File: src/rtl/ifetch_stage.sv
// ifetch_stage: owns the PC, issues instruction ROM reads and queues {pc, instr} toward decode
module ifetch_stage #(
  parameter logic [31:0] RESET_PC = 32'h0000_0000,
  parameter int IMEM_AW = 12,
  parameter int QDEPTH = 2
) (
  input  logic               clk,
  input  logic               rst_n,
  output logic               imem_ena,
  output logic [IMEM_AW-1:0] imem_addr,
  input  logic [31:0]        imem_dout,
  input  logic               redirect_valid,
  input  logic [31:0]        redirect_pc,
  output logic               out_valid,
  input  logic               out_ready,
  output logic [31:0]        out_instr,
  output logic [31:0]        out_pc,
  output logic               out_misalign
);
  localparam int QAW = $clog2(QDEPTH);
  logic [31:0] pc_q, resp_pc_q, tgt;
  logic inflight_q, resp_mis_q, pop, push, issue;
  logic [31:0] q_pc [QDEPTH];
  logic [31:0] q_instr [QDEPTH];
  logic [QDEPTH-1:0] q_mis;
  logic [QAW-1:0] rd_q, wr_q;
  logic [QAW:0] count_q, occ;
  assign tgt = {redirect_pc[31:2], 2'b00};
  assign out_valid = (count_q != '0) & !redirect_valid;
  assign pop = out_valid & out_ready;
  assign push = inflight_q & !redirect_valid;
  // credits cover both queued entries and the read still in the ROM pipeline
  assign occ = count_q + {{QAW{1'b0}}, inflight_q};
  assign issue = (occ < (QAW+1)'(QDEPTH)) | ((occ == (QAW+1)'(QDEPTH)) & pop);
  assign imem_ena = rst_n & (redirect_valid | issue);
  assign imem_addr = redirect_valid ? tgt[IMEM_AW-1:0] : pc_q[IMEM_AW-1:0];
  assign out_pc = q_pc[rd_q];
  assign out_instr = q_instr[rd_q];
  assign out_misalign = q_mis[rd_q];
  always_ff @(posedge clk or negedge rst_n) begin
    if (!rst_n) begin
      pc_q <= RESET_PC;
      inflight_q <= 1'b0;
      resp_pc_q <= '0;
      resp_mis_q <= 1'b0;
      rd_q <= '0;
      wr_q <= '0;
      count_q <= '0;
    end else if (redirect_valid) begin
      pc_q <= tgt + 32'd4;
      inflight_q <= 1'b1;
      resp_pc_q <= tgt;
      resp_mis_q <= |redirect_pc[1:0];
      rd_q <= '0;
      wr_q <= '0;
      count_q <= '0;
    end else begin
      inflight_q <= issue;
      if (issue) begin
        pc_q <= pc_q + 32'd4;
        resp_pc_q <= pc_q;
        resp_mis_q <= 1'b0;
      end
      rd_q <= rd_q + QAW'(pop);
      wr_q <= wr_q + QAW'(push);
      count_q <= count_q + (QAW+1)'(push) - (QAW+1)'(pop);
    end
  end
  always_ff @(posedge clk or negedge rst_n) begin
    if (!rst_n) begin
      for (int i = 0; i < QDEPTH; i++) begin
        q_pc[i] <= '0;
        q_instr[i] <= '0;
      end
      q_mis <= '0;
    end else if (push) begin
      q_pc[wr_q] <= resp_pc_q;
      q_instr[wr_q] <= imem_dout;
      q_mis[wr_q] <= resp_mis_q;
    end
  end
endmodule

File: config.mk
export PLATFORM = sky130hd
export DESIGN_NAME = ifetch_stage
export DESIGN_NICKNAME = d
export VERILOG_FILES = /design/src/rtl/ifetch_stage.sv
export SDC_FILE = /design/constraint.sdc
export NUM_CORES = 1
export LEC_CHECK = 0
export CORE_AREA = 10 10 113 217
export CTS_CLUSTER_SIZE = 25
export DETAILED_ROUTE_END_ITERATION = 6
export DIE_AREA = 0 0 123 227
export PLACE_DENSITY_LB_ADDON = 0.2
export REMOVE_ABC_BUFFERS = 1
export SLEW_MARGIN = 20
export SYNTH_ARGS = -nofsm -noshare
export SYNTH_HDL_FRONTEND = slang
export SYNTH_SLANG_ARGS = --single-unit
File: constraint.sdc
create_clock -name clk -period 4.7 [get_ports clk]
set_input_delay 0.94 -clock clk [delete_from_list [all_inputs] [get_ports clk]]
set_output_delay 0.94 -clock clk [all_outputs]
set_load 0.005 [all_outputs]
==> flow_results.org, run 1 <==
** CTS
- CTS placed an instance of sky130_fd_sc_hd__clkbuf_16 at the clock tree root.
- CTS tree :: built
- Clock-pin slew was measured on the worst setup and hold paths at around 60 ps.
- Setup Buffers After CTS :: 0
- Clock Tree Buf Depth :: 2
- For the worst-skew pair, the clock arrives at the later sink with an insertion delay of 450 ps.
- Post-CTS Hold Fix Bufs :: 0
- Num Clock Sinks :: 192
- Post-cts gate resize count :: 0
- Counting the buffers created by CTS gives 17.
- The H-tree generated during clock tree synthesis spans 4 levels.

** Worst setup path
- Worst Path Max Fanout :: 3
- Worst reg-to-reg path cell count :: 8
- Kind of critical path :: input port to output port
- Type of element launching the critical path :: input port
- Kind of end point of the critical path :: output port
- The worst register-to-register path ends at pc_q[30]$_DFFE_PN0P_.
- Tracing the worst setup path back leads to its startpoint at out_ready.
- Register-to-Register Setup Slack :: approximately 2400 ps
- Data arrival, critical path :: 2710 ps
- In this run the critical register-to-register path is launched from pc_q[2]$_DFFE_PN0P_.
- CP required :: ~3800 ps

** Drt
- For this block, the initial DRC count from the detailed router was 342.
- In the final routed layout, each cell accounts on average for roughly 19 um.
- Using the TritonRoute via totals, the vias-per-cell ratio works out to around 5.3.
- Remaining number of nets flagged by the antenna check after routing :: 0
- The first detailed-routing pass ran for 4 iterations.
- Final WL :: around 22000 um
- The routed layout has just over 6000 vias.
- In the routed design, unresolved DRC markers number 0.

** Yosys
- #FFs+latches synth :: about 190
- After synthesis, the most frequently instantiated cells are sky130_fd_sc_hd__mux2_2 (194), sky130_fd_sc_hd__dfrtp_1 (192), sky130_fd_sc_hd__nor2_1 (43), sky130_fd_sc_hd__a21oi_1 (38), sky130_fd_sc_hd__mux2i_1 (38).
- Leading area contributor after synthesis :: sky130_fd_sc_hd__dfrtp_1
- In the post-synthesis netlist, the biggest area contributors are sky130_fd_sc_hd__dfrtp_1 (51%), sky130_fd_sc_hd__mux2_2 (23%), sky130_fd_sc_hd__mux2i_1 (4.1%).
- Among all flip-flop cells after synthesis, the most frequent one is sky130_fd_sc_hd__dfrtp_1.
- Of all flip-flops after synthesis, the portion carrying an async set or reset was 100%.
- After technology mapping, the gate count stands at about 760.
- Among all cell types in the netlist, the one instantiated most often is sky130_fd_sc_hd__mux2_2.
- Cell area after synthesis :: 0.00936 sq mm
- The share of synthesized area in the top cell type comes to between 50% and 60%.
- For this run, the number of Yosys warnings is 0.
- The netlist uses 49 different library cells.
- Post-synth EDFFs :: 0
- After synthesis, the mean cell area works out to ~12 sq um.
- Portion of the post-synthesis area used by sequential elements :: 51.4%

** Global routing
- The via count of the first global-routing pass came to 6687.
- Maximum number of pins on one net before global-route repair :: 80
- Antenna violations before repair :: 0
- Sum of overflow across all layers after global routing :: 0
- Global routing used 16.2% of the available tracks.
- First-pass GRT wire length :: approximately 35000 um

** Floorplan
- Floorplan die height :: 227 um
- Initial standard-cell utilization of the core :: between 40 and 50%
- The floorplan step defined a die boundary enclosing 0.0279 sq mm.
- Io pins :: 147
- Placeable core area :: about 0.021 sq mm
- The initialized floorplan defines 75 standard-cell rows.
- The die is between 100 and 150 um wide.

** Power and ir drop
- The design draws between 6 and 7 mW.
- Dividing total power by cell area gives a power density of between 600 and 700 mW/mm^2.
- Switching power total :: ~2.1 mW
- Internal power of the cells :: 4.89 mW
- Peak ir drop on the vdd network :: ~0.00034 V
- The clock network accounts for between 15 and 20% of the total power.
- Static Leakage :: approximately 4.7 nW
- Gate power share :: around two fifths
- Of the total power, the share spent switching nets is between 20% and 30%.
- Proportion of power drawn by flip-flops and latches :: just over 40%

** Finish
- Inserted Diodes :: 0
- The post-route netlist has 27.0% of its cells at a drive strength greater than 1.
- Area taken by multi-input logic gates :: 0.00433 sq mm
- The net count of the finished layout is about 960.
- In the final layout, flip-flops and latches occupy just under 0.005 sq mm.
- Area Growth Syn to Fin :: 23.4%
- After filler insertion, the fill cell instance count of the layout stands at approximately 1900.

** STA
- Setup violation total in the final timing report :: 0
- Tightest slew margin relative to the limit :: 31.9%
- Final Critical Period :: ~3600 ps
- Setup repair after global routing left no endpoint under its margin.
- On the final layout, the worst clock skew is ~12 ps.
- Final clock period utilization by the worst path :: 77.6%
- Sum of negative setup slack :: 0 ps
- The final count of pins violating max slew is 0.
- Top achievable clock speed :: 274 MHz
- Least-Margin Pin Slew :: roughly 1000 ps
- Final Hold Fails :: 0

** Outcome
- Outcome :: finished, final reports clean

** Placed design
- After legalization and detailed placement, the total HPWL measured roughly 15000 um.
- Number of buffers added on ports :: ~140
- Placer Congestion :: between 0.7 and 0.8

** Min path
- Worst hold path class :: input port to asynchronous set/reset pin

** Flow run
- Across the run, the number of max-cap violations was 0.
-- critical path: stages --
cell and delay, ps:
sky130_fd_sc_hd__clkdlybuf4s50_1 440, sky130_fd_sc_hd__and3b_1 190, sky130_fd_sc_hd__o22ai_2 180, sky130_fd_sc_hd__and2_1 220
sky130_fd_sc_hd__clkinv_1 90, sky130_fd_sc_hd__and2_1 190, sky130_fd_sc_hd__clkdlybuf4s50_1 460
-- registers in the layout, summed over array words and instances, names as in the netlist, 2 cells and up --
register	flops
resp_pc_q	30
q_mis	2
count_q	2
q_instr	64
pc_q	30
q_pc	60
-- routing by layer --
metal	GRT usage, %	up-vias	share of wire [%]
li1	-	2921	-
met1	17.9	3072	40
met2	29.2	112	54
met3	3.85	26	4.4
met4	6.12	0	1.9
met5	0	-	0
-- metrics by stage --
step	utilization, %	hold WS [ps]	area (sq um)	cells	setup slack, ps
after floorplan	-	457	9160	719	18.5
after global placement	52.6	480	11000	1138	989
after detailed placement	52.6	491	11000	1138	989
after CTS	55.2	479	11500	1166	988
after global routing	55.2	497	11500	1166	910
final	55.2	445	11500	1166	1050
-- power groups by stage --
stage          registers (mW)  clock network, mW  logic, mW
2_1_floorplan            2.72                  0       1.64
5_1_grt                  2.96               1.47       3.02
3_5_place_dp             2.89                  0       2.83
4_1_cts                  2.86               1.41       2.84
3_3_place_gp             2.86                  0       2.79
6_report                 2.85               1.37       2.77
-- kinds of logic (layout without fill, tap and decap cells) --
kind of cell	count (synthesis)	after routing	synth area share, %
buffers and inverters	60	193	2.86
AND/OR/NAND/NOR	151	151	8.40
other	1	4	0.0401
XOR/XNOR	44	44	4.12
adder cells (fa/ha/maj)	6	6	0.802
AO/OA/AOI/OAI	75	75	5.00
multiplexers	232	232	27.4
flip-flops	192	192	51.4
-- area by class of cell --
cell class                 count  share of cell area, %
clock buffer                  23                   4.14
clock inverter                 5                  0.509
multi-input combinational    512                   37.5
inverter                      15                  0.488
sequential                   192                   41.6
tap                          269                   2.92
timing repair buffer         150                   12.8
-- cells in the final DEF (no fill, tap or decap), drive strengths merged, types with 3 or more instances in the layout --
cell	n
clkdlybuf4s50	140
nor2	43
xor2	16
clkinv	3
clkbuf	24
and2	4
ha	6
dfrtp	192
nor3	6
nor2b	5
buf	9
a21oi	38
nand4	8
conb	4
nand2	36
a22oi	6
inv	14
nand4b	4
mux2	194
nand3b	14
xnor2	28
nand3	19
o21ai	16
nand2b	4
mux2i	38
o21a	3
-- how the worst max path moves through the flow --
stage / end / slack (ps) / depth (start not counted)
after floorplan: imem_ena / 20 / 5
after global placement: imem_ena / 990 / 7
after detailed placement: imem_ena / 990 / 7
after CTS: imem_ena / 990 / 7
after global routing: imem_ena / 910 / 7
final: imem_ena / 1050 / 7
(Power assumes the default switching activity.)
==> inputs of run 2 (changes only) <==
==> constraint.sdc (replaced) <==
create_clock -name clk -period 3.6 [get_ports clk]
set_input_delay 0.72 -clock clk [delete_from_list [all_inputs] [get_ports clk]]
set_output_delay 0.72 -clock clk [all_outputs]
set_load 0.005 [all_outputs]
==> run 2 against run 1 <==
- first-iteration DRC count decreased by 5.0%
- sequential share of layout area decreased by 0.71 points
- routed wire length increased by 0.68%
- sequential power increased by 29%
- non-clock buffer count increased by 8
- cell area increased by 1.7%
- critical path depth unchanged
- core utilization increased by 0.96 points
- combinational power increased by 33%
- register-to-register slack got worse by 1100 ps
- cell count increased by 1.0%
- critical endpoint unchanged
- largest power group unchanged
- highest routed layer unchanged
==> flow_results.org, run 2 (synthesis results as in run 1) <==
** STA
- RSZ-0062 raised after global routing :: no
- Least-Margin Pin Slew :: roughly 900 ps
- Worst hold slack :: ~180 ps
- The final count of pins violating max slew came to 0.
- Final clock period utilization by the worst path :: between 80% and 90%
- Tightest slew margin relative to the limit :: 40.3%
- Final Critical Period :: between 3000 and 4000 ps
- Setup violations remaining at the end of the flow were counted as 0.
- Top achievable clock speed :: ~310 MHz
- Sum of negative setup slack :: 0 ps
- Final Hold Fails :: 0
- Final worst slack :: around 390 ps
- Between clock sinks in the finished design, the worst skew comes to 8.26 ps.

** CTS
- In this run the post-CTS setup repair buffer count came out at 0.
- Post-cts gate resize count :: 0
- The H-tree was split into 4 levels.
- Num Clock Sinks :: approximately 190
- Clock network latency to the later pin of the worst-skew pair :: between 400 and 500 ps
- In this run the clock root is driven by a sky130_fd_sc_hd__clkbuf_16.
- CTS tree :: built
- Clock Tree Buf Depth :: 2
- Post-CTS Hold Fix Bufs :: 0
- CTS clock-pin slew for the worst setup and hold paths :: roughly 70 ps
- TritonCTS created 17 clock buffers.

** Finish
- Sequential cell area :: 0.00481 sq mm
- Registers with the highest flip-flop counts :: q_instr x64, q_pc x60
- Counting flops per register, the top entry is q_instr.
- After routing the design area is 0.0117 sq mm.
- Count of non-filler cells in the finished layout :: 1178
- Layout fillers :: approximately 1900
- The number of antenna diodes in the final layout is 0.
- Most frequent standard cell in the layout excluding fill and tap cells :: sky130_fd_sc_hd__mux2_2
- In the final layout, the share of cells above drive strength 1 is between 20% and 30%.
- The register with the most flip-flops in the layout has 64 of them.
- Most frequent cells in the layout :: sky130_fd_sc_hd__mux2_2 (194), sky130_fd_sc_hd__dfrtp_1 (191), sky130_fd_sc_hd__clkdlybuf4s50_1 (140), sky130_fd_sc_hd__nor2_1 (43)
- Final design utilization :: between 50% and 60%
- The area growth from synthesis to layout is 25.6%.
- Area taken by multi-input logic gates :: 0.00433 sq mm
- The final layout contains 970 nets.

** Drt
- For this run, design rule violations remaining after detail routing come to 0.
- In the final routing, the length of wire on met1 measures slightly below 9000 um.
- Via count :: ~6200
- Initial detailed-routing violation count :: about 330
- Routed signal wires occupy layers up through met4.
- The routed design has around 22000 um of wire.
- Via-per-instance ratio :: roughly 5.3
- Once detail routing completed, the nets flagged for antenna violations numbered 0.
- Detailed-routed wire length on met2 :: around 12000 um
- Total iterations of the first detailed-routing run :: 4
- Dividing the detail-routed wire length by the instance count gives roughly 19 um.
- Wire segments on met3 add up to 1010 um in the final route.

** Floorplan
- The floorplan step set the die width to 123 um.
- The floorplan has 75 rows.
- Io pins :: 147
- Initial standard-cell utilization of the core :: ~45%
- Die area :: 0.0279 sq mm
- Placeable core area :: between 0.02 and 0.025 sq mm
- Floorplan die height :: approximately 230 um

** Global routing
- Number of global-route vias before repair :: roughly 7000
- GR Util All Layers :: between 10% and 20%
- Maximum number of pins on one net before global-route repair :: 72
- Sum of overflow across all layers after global routing :: 0
- Antenna violations before repair :: 0
- The first global-routing pass estimated around 36000 um of wire.

** Power and ir drop
- Of the total power, registers draw between 30% and 40%.
- For this design the ratio of total power to cell area is between 800 and 900 mW/mm^2.
- Overall power consumption after layout is estimated at 9.41 mW.
- Gate power share :: roughly two fifths
- Switching power total :: around 2.8 mW
- VDD sags by at most 0.000342 V.
- The clock network accounts for between 20% and 30% of the total power.
- Internal power of the cells :: 6.61 mW
- For this design the static power due to leakage is between 4 and 5 nW.
- Fraction of power spent switching nets :: around 30%

** Flow run
- Max-cap violations in this run came to 0.

** Outcome
- The flow ran to the end, and the final reports show no timing, DRC or antenna violations.

** Placed design
- Counting tap cells, the placed design contains a total of 1146 instances.
- Post-DP HPWL :: 15900 um
- During placement, the flow inserted port buffers numbering roughly 140.
- Placed instance area :: roughly 0.011 sq mm
- Worst slack after detailed placement :: around 340 ps
- Routability-driven placement finished with a final weighted congestion of between 0.7 and 0.8.

** Worst setup path
- Kind of end point of the critical path :: output port
- Data arrival, critical path :: roughly 2500 ps
- The critical path in this run is classified as input port to output port.
- The worst register-to-register path has a setup slack of around 1300 ps.
- Along the worst path, the maximum fanout reaches 3.
- CP required :: roughly 2900 ps
- Type of element launching the critical path :: input port

** Min path
- Worst hold path class :: input port to asynchronous set/reset pin
## run 2: layout make-up
| cell class | count | area share, % |
|---|---|---|
| multi-input combinational | 512 | 36.8 |
| sequential | 192 | 40.9 |
| timing repair buffer | 158 | 13.6 |
| inverter | 15 | 0.479 |
| tap | 269 | 2.87 |
| clock buffer | 20 | 3.80 |
| clock inverter | 12 | 1.54 |
## run 2: path summary, 6_finish.rpt
kind                                       from                 endpoint  cells after the start
hold / removal                            rst_n     q_pc[21]$_DFFE_PN0P_                      1
setup reg to reg           count_q[0]$_DFF_PN0_     pc_q[27]$_DFFE_PN0P_                      9
hold reg to reg             pc_q[3]$_DFFE_PN0P_      pc_q[3]$_DFFE_PN0P_                      2
min in group clk            pc_q[3]$_DFFE_PN0P_      pc_q[3]$_DFFE_PN0P_                      2
setup / recovery                      out_ready                 imem_ena                      7
max in group asynchronous                 rst_n  q_instr[45]$_DFFE_PN0P_                      2
## run 2: worst max-delay path: stages
cell and delay (ps):
sky130_fd_sc_hd__clkdlybuf4s50_1 430, sky130_fd_sc_hd__and3b_1 190, sky130_fd_sc_hd__o22ai_2 240, sky130_fd_sc_hd__and2_1 190, sky130_fd_sc_hd__clkinv_1 70, sky130_fd_sc_hd__and2_1 150
sky130_fd_sc_hd__clkdlybuf4s50_1 510
## run 2: per-layer routing
| metal | vias up | GRT usage, % |
|---|---|---|
| met5 | - | 0 |
| met4 | 0 | 5.32 |
| met3 | 22 | 4.42 |
| met2 | 113 | 30.6 |
| met1 | 3150 | 17.7 |
| li1 | 2939 | - |
## run 2: power by group through the flow
stage                     Clock [mW]  Combinational [mW]  Sequential [mW]
after global routing            2.15                4.04             3.84
after CTS                       2.08                3.80             3.70
after detailed placement           0                3.78             3.74
after global placement             0                3.73             3.70
final                           2.02                3.69             3.69
after floorplan                    0                2.14             3.56
==> inputs of run 3 (changes only) <==
--- a/config.mk
+++ b/config.mk
@@ -6,6 +6,7 @@
 export NUM_CORES = 1
 export LEC_CHECK = 0
 export CORE_AREA = 10 10 113 217
+export CTS_BUF_LIST = sky130_fd_sc_hd__clkbuf_4 sky130_fd_sc_hd__clkbuf_8
 export CTS_CLUSTER_SIZE = 25
 export DETAILED_ROUTE_END_ITERATION = 6
 export DIE_AREA = 0 0 123 227
==> constraint.sdc (replaced) <==
create_clock -name clk -period 3.6 [get_ports clk]
set_input_delay 0.72 -clock clk [delete_from_list [all_inputs] [get_ports clk]]
set_output_delay 0.72 -clock clk [all_outputs]
set_load 0.02 [all_outputs]
==> run 3 against run 2 <==
- routed wire length decreased by 1.4%
- critical path type is now register to output port
- worst setup slack got worse by 160 ps
- count of clock-buffer cells in the layout increased by 1
- flip-flop and latch count unchanged
- first-iteration DRC count increased by 19%
- clock skew is 10 ps higher
- worst hold slack got worse by 120 ps
==> flow_results.org, run 3 (synthesis results as in run 1) <==
** Outcome
- Outcome :: finished, final reports clean

** STA
- Tightest slew margin relative to the limit :: a little under two fifths
- The number of failing hold endpoints at the final stage is 0.
- Least-Margin Pin Slew :: about 940 ps
- The final count of pins violating max slew was 0.
- Across the routed clock network, the largest skew measured is 18.5 ps.
- Setup repair after global routing left no endpoint under its margin.
- Setup violation total in the final timing report :: 0
- Final Critical Period :: about 3400 ps
- Top achievable clock speed :: 297 MHz
- Final clock period utilization by the worst path :: a little over nine tenths

** Flow run
- Max_cap viols :: 0

** Floorplan
- In this run the horizontal extent of the chip is ~120 um.
- After floorplanning, the core was divided into 75 placement rows.
- Io pins :: around 150
- Initial standard-cell utilization of the core :: between 40% and 50%
- Die area :: between 0.02 and 0.03 sq mm
- The die is between 200 and 250 um tall.
- The region available for standard cell placement spans approximately 0.021 sq mm.

** Finish
- Counting the fill cells in the layout gives ~1900.
- Most frequent cells in the layout :: sky130_fd_sc_hd__mux2_2 (194), sky130_fd_sc_hd__dfrtp_1 (191), sky130_fd_sc_hd__clkdlybuf4s50_1 (140), sky130_fd_sc_hd__nor2_1 (43)
- Area Growth Syn to Fin :: 23.8%
- The library cell used most frequently in the layout, excluding fill and tap cells, is sky130_fd_sc_hd__mux2_2.
- Sequential cell area :: around 0.0048 sq mm
- Most flop-heavy register :: q_instr
- The register with the most flip-flops in the layout has 64 of them.
- Inserted Diodes :: 0
- Post-route cell area :: 0.0116 sq mm
- Count of non-filler cells in the finished layout :: ~1200
- Share of post-route cells with drive strength above 1 :: between 20% and 30%
- Final-stage net count :: about 970
- The largest registers in the layout are q_instr x64, q_pc x60.
- Cells fill between 50% and 60% of the core in the end.
- Summing all multi-input logic gate instances after layout gives 0.00433 sq mm.

** Placed design
- Routability-driven placement finished with a final weighted congestion of between 0.7 and 0.8.
- Placed instance area :: around 0.011 sq mm
- Post-DP HPWL :: around 16000 um
- Buffers placed on the I/O ports in this run total approximately 140.
- Post-placement cell count :: approximately 1100

** Worst setup path
- In this run the worst setup path begins at count_q[0]$_DFF_PN0_.
- Slowest cell on the critical path :: sky130_fd_sc_hd__clkdlybuf4s50_1
- Walking the worst path, the cells encountered are ha_1 -> and3b_1 -> o22ai_2 -> and2_1 -> clkinv_1 -> and2_1 -> clkdlybuf4s50_1.
- Most repeated library cell on the critical path :: sky130_fd_sc_hd__and2_1
- In this run the worst path has a maximum fanout of 4.
- In this design, the stage delay of the slowest critical-path cell is roughly 590 ps.
- STA classifies the critical path startpoint as a register.
- Data arrival, critical path :: approximately 2700 ps
- Worst reg-to-reg path cell count :: 8
- STA classifies the critical path endpoint as an output port.
- In this run the critical register-to-register path is launched from pc_q[2]$_DFFE_PN0P_.
- The critical path in this run is classified as register to output port.
- At the worst endpoint, the required time is about 2900 ps.

** Drt
- Total iterations of the first detailed-routing run :: 4
- For this block, the routed nets add up to roughly 22000 um of wire.
- Total DRC errors in the routed layout :: 0
- Per-cell routed wire length :: ~19 um
- The count of nets left with antenna violations once routing finished came out at 0.
- Detailed routing inserted a total of just over 6000 vias.
- Initial detailed-routing violation count :: a little under 400
- Via-per-instance ratio :: roughly 5.2

** Global routing
- The via count of the first global-routing pass is about 6700.
- Maximum number of pins on one net before global-route repair :: 74
- The first global-routing pass estimated ~36000 um of wire.
- Global routing finished with a remaining overflow of 0.
- Antenna violations before repair :: 0
- For this run, the total global-route usage over all layers was measured as 16.3%.

** Power and ir drop
- For this design the static power due to leakage is roughly 4.7 nW.
- Of the total power, combinational logic draws between 40 and 50%.
- IR analysis of the VDD net gives a maximum drop of ~0.00036 V.
- Portion of total power attributed to the clock network :: between 10% and 20%
- The internal portion of the total power is around 6.2 mW.
- Net switching is approximately 35% of the power.
- Total power per unit cell area :: a little over 800 mW/mm^2
- Proportion of power drawn by flip-flops and latches :: 38.6%
- Switching power total :: about 3.3 mW

** CTS
- Total CTS buffers :: 17
- The root buffer cell chosen for the clock tree is sky130_fd_sc_hd__clkbuf_8.
- Post-CTS Hold Fix Bufs :: 0
- After clock tree synthesis, the clock-pin slew on the worst setup and hold paths is around 90 ps.
- The clock reaches the later pin of the worst-skew pair after 480 ps.
- TritonCTS built the clock tree.
- Clock Tree Buf Depth :: 2
- Post-cts gate resize count :: 0
- Clock tree synthesis found a total of about 190 sinks.
- Once the clock tree was built, the setup fixing pass inserted 0 buffers.
- Number of levels in the clock H-tree :: 4

** Min path
- Worst hold path class :: input port to asynchronous set/reset pin
[run 3: power groups by stage]
stage	registers, mW	clock network [mW]	logic (mW)
after floorplan	3.56	0	2.72
after global placement	3.67	0	4.33
after detailed placement	3.71	0	4.38
after CTS	3.67	1.60	4.39
after global routing	3.80	1.68	4.63
final	3.66	1.54	4.29
[run 3: worst paths after layout]
kind / end / slack, ps
worst max-delay path: imem_ena / 230
worst min-delay path: q_pc[23]$_DFFE_PN0P_ / 60
worst max register to register: pc_q[30]$_DFFE_PN0P_ / 1250
worst min register to register: q_mis[1]$_DFFE_PN0P_ / 510
max in group asynchronous: q_pc[44]$_DFFE_PN0P_ / 1890
min in group clk: q_mis[1]$_DFFE_PN0P_ / 510
[run 3: critical path, delay by kind of cell, from the launching register on]
family | cells | cell delay, ps
compound gates | 1 | 240
buf+inv | 2 | 670
simple gates | 3 | 540
flops | 1 | 420
fa+ha+maj | 1 | 300
[run 3: cell type report]
type | instances | area share (%)
Sequential cell | 192 | 41.5
Tap cell | 269 | 2.91
Clock buffer | 21 | 2.49
Clock inverter | 11 | 1.33
Timing Repair Buffer | 161 | 13.9
Inverter | 15 | 0.486
Multi-Input combinational cell | 512 | 37.3
[run 3: per-stage QoR]
| stage | worst slack [ps] | power (mW) | hold slack, ps | TNS (ps) |
|---|---|---|---|---|
| 6_report | 229 | 9.49 | 61.1 | 0 |
| 5_1_grt | 85.0 | 10.1 | 22.8 | 0 |
| 4_1_cts | 148 | 9.66 | 15.7 | 0 |
| 3_5_place_dp | 243 | 8.09 | 489 | 0 |
| 3_3_place_gp | 243 | 8.00 | 483 | 0 |
| 2_1_floorplan | -704 | 6.28 | 424 | -1080 |
[run 3: routing by layer]
metal / up-vias / track usage [%] / wire, um
met4: 0 / 6.34 / 429
met5: - / 0 / 0
li1: 2944 / - / -
met1: 3090 / 17.9 / 8650
met2: 99 / 29.8 / 12200
met3: 28 / 3.23 / 795
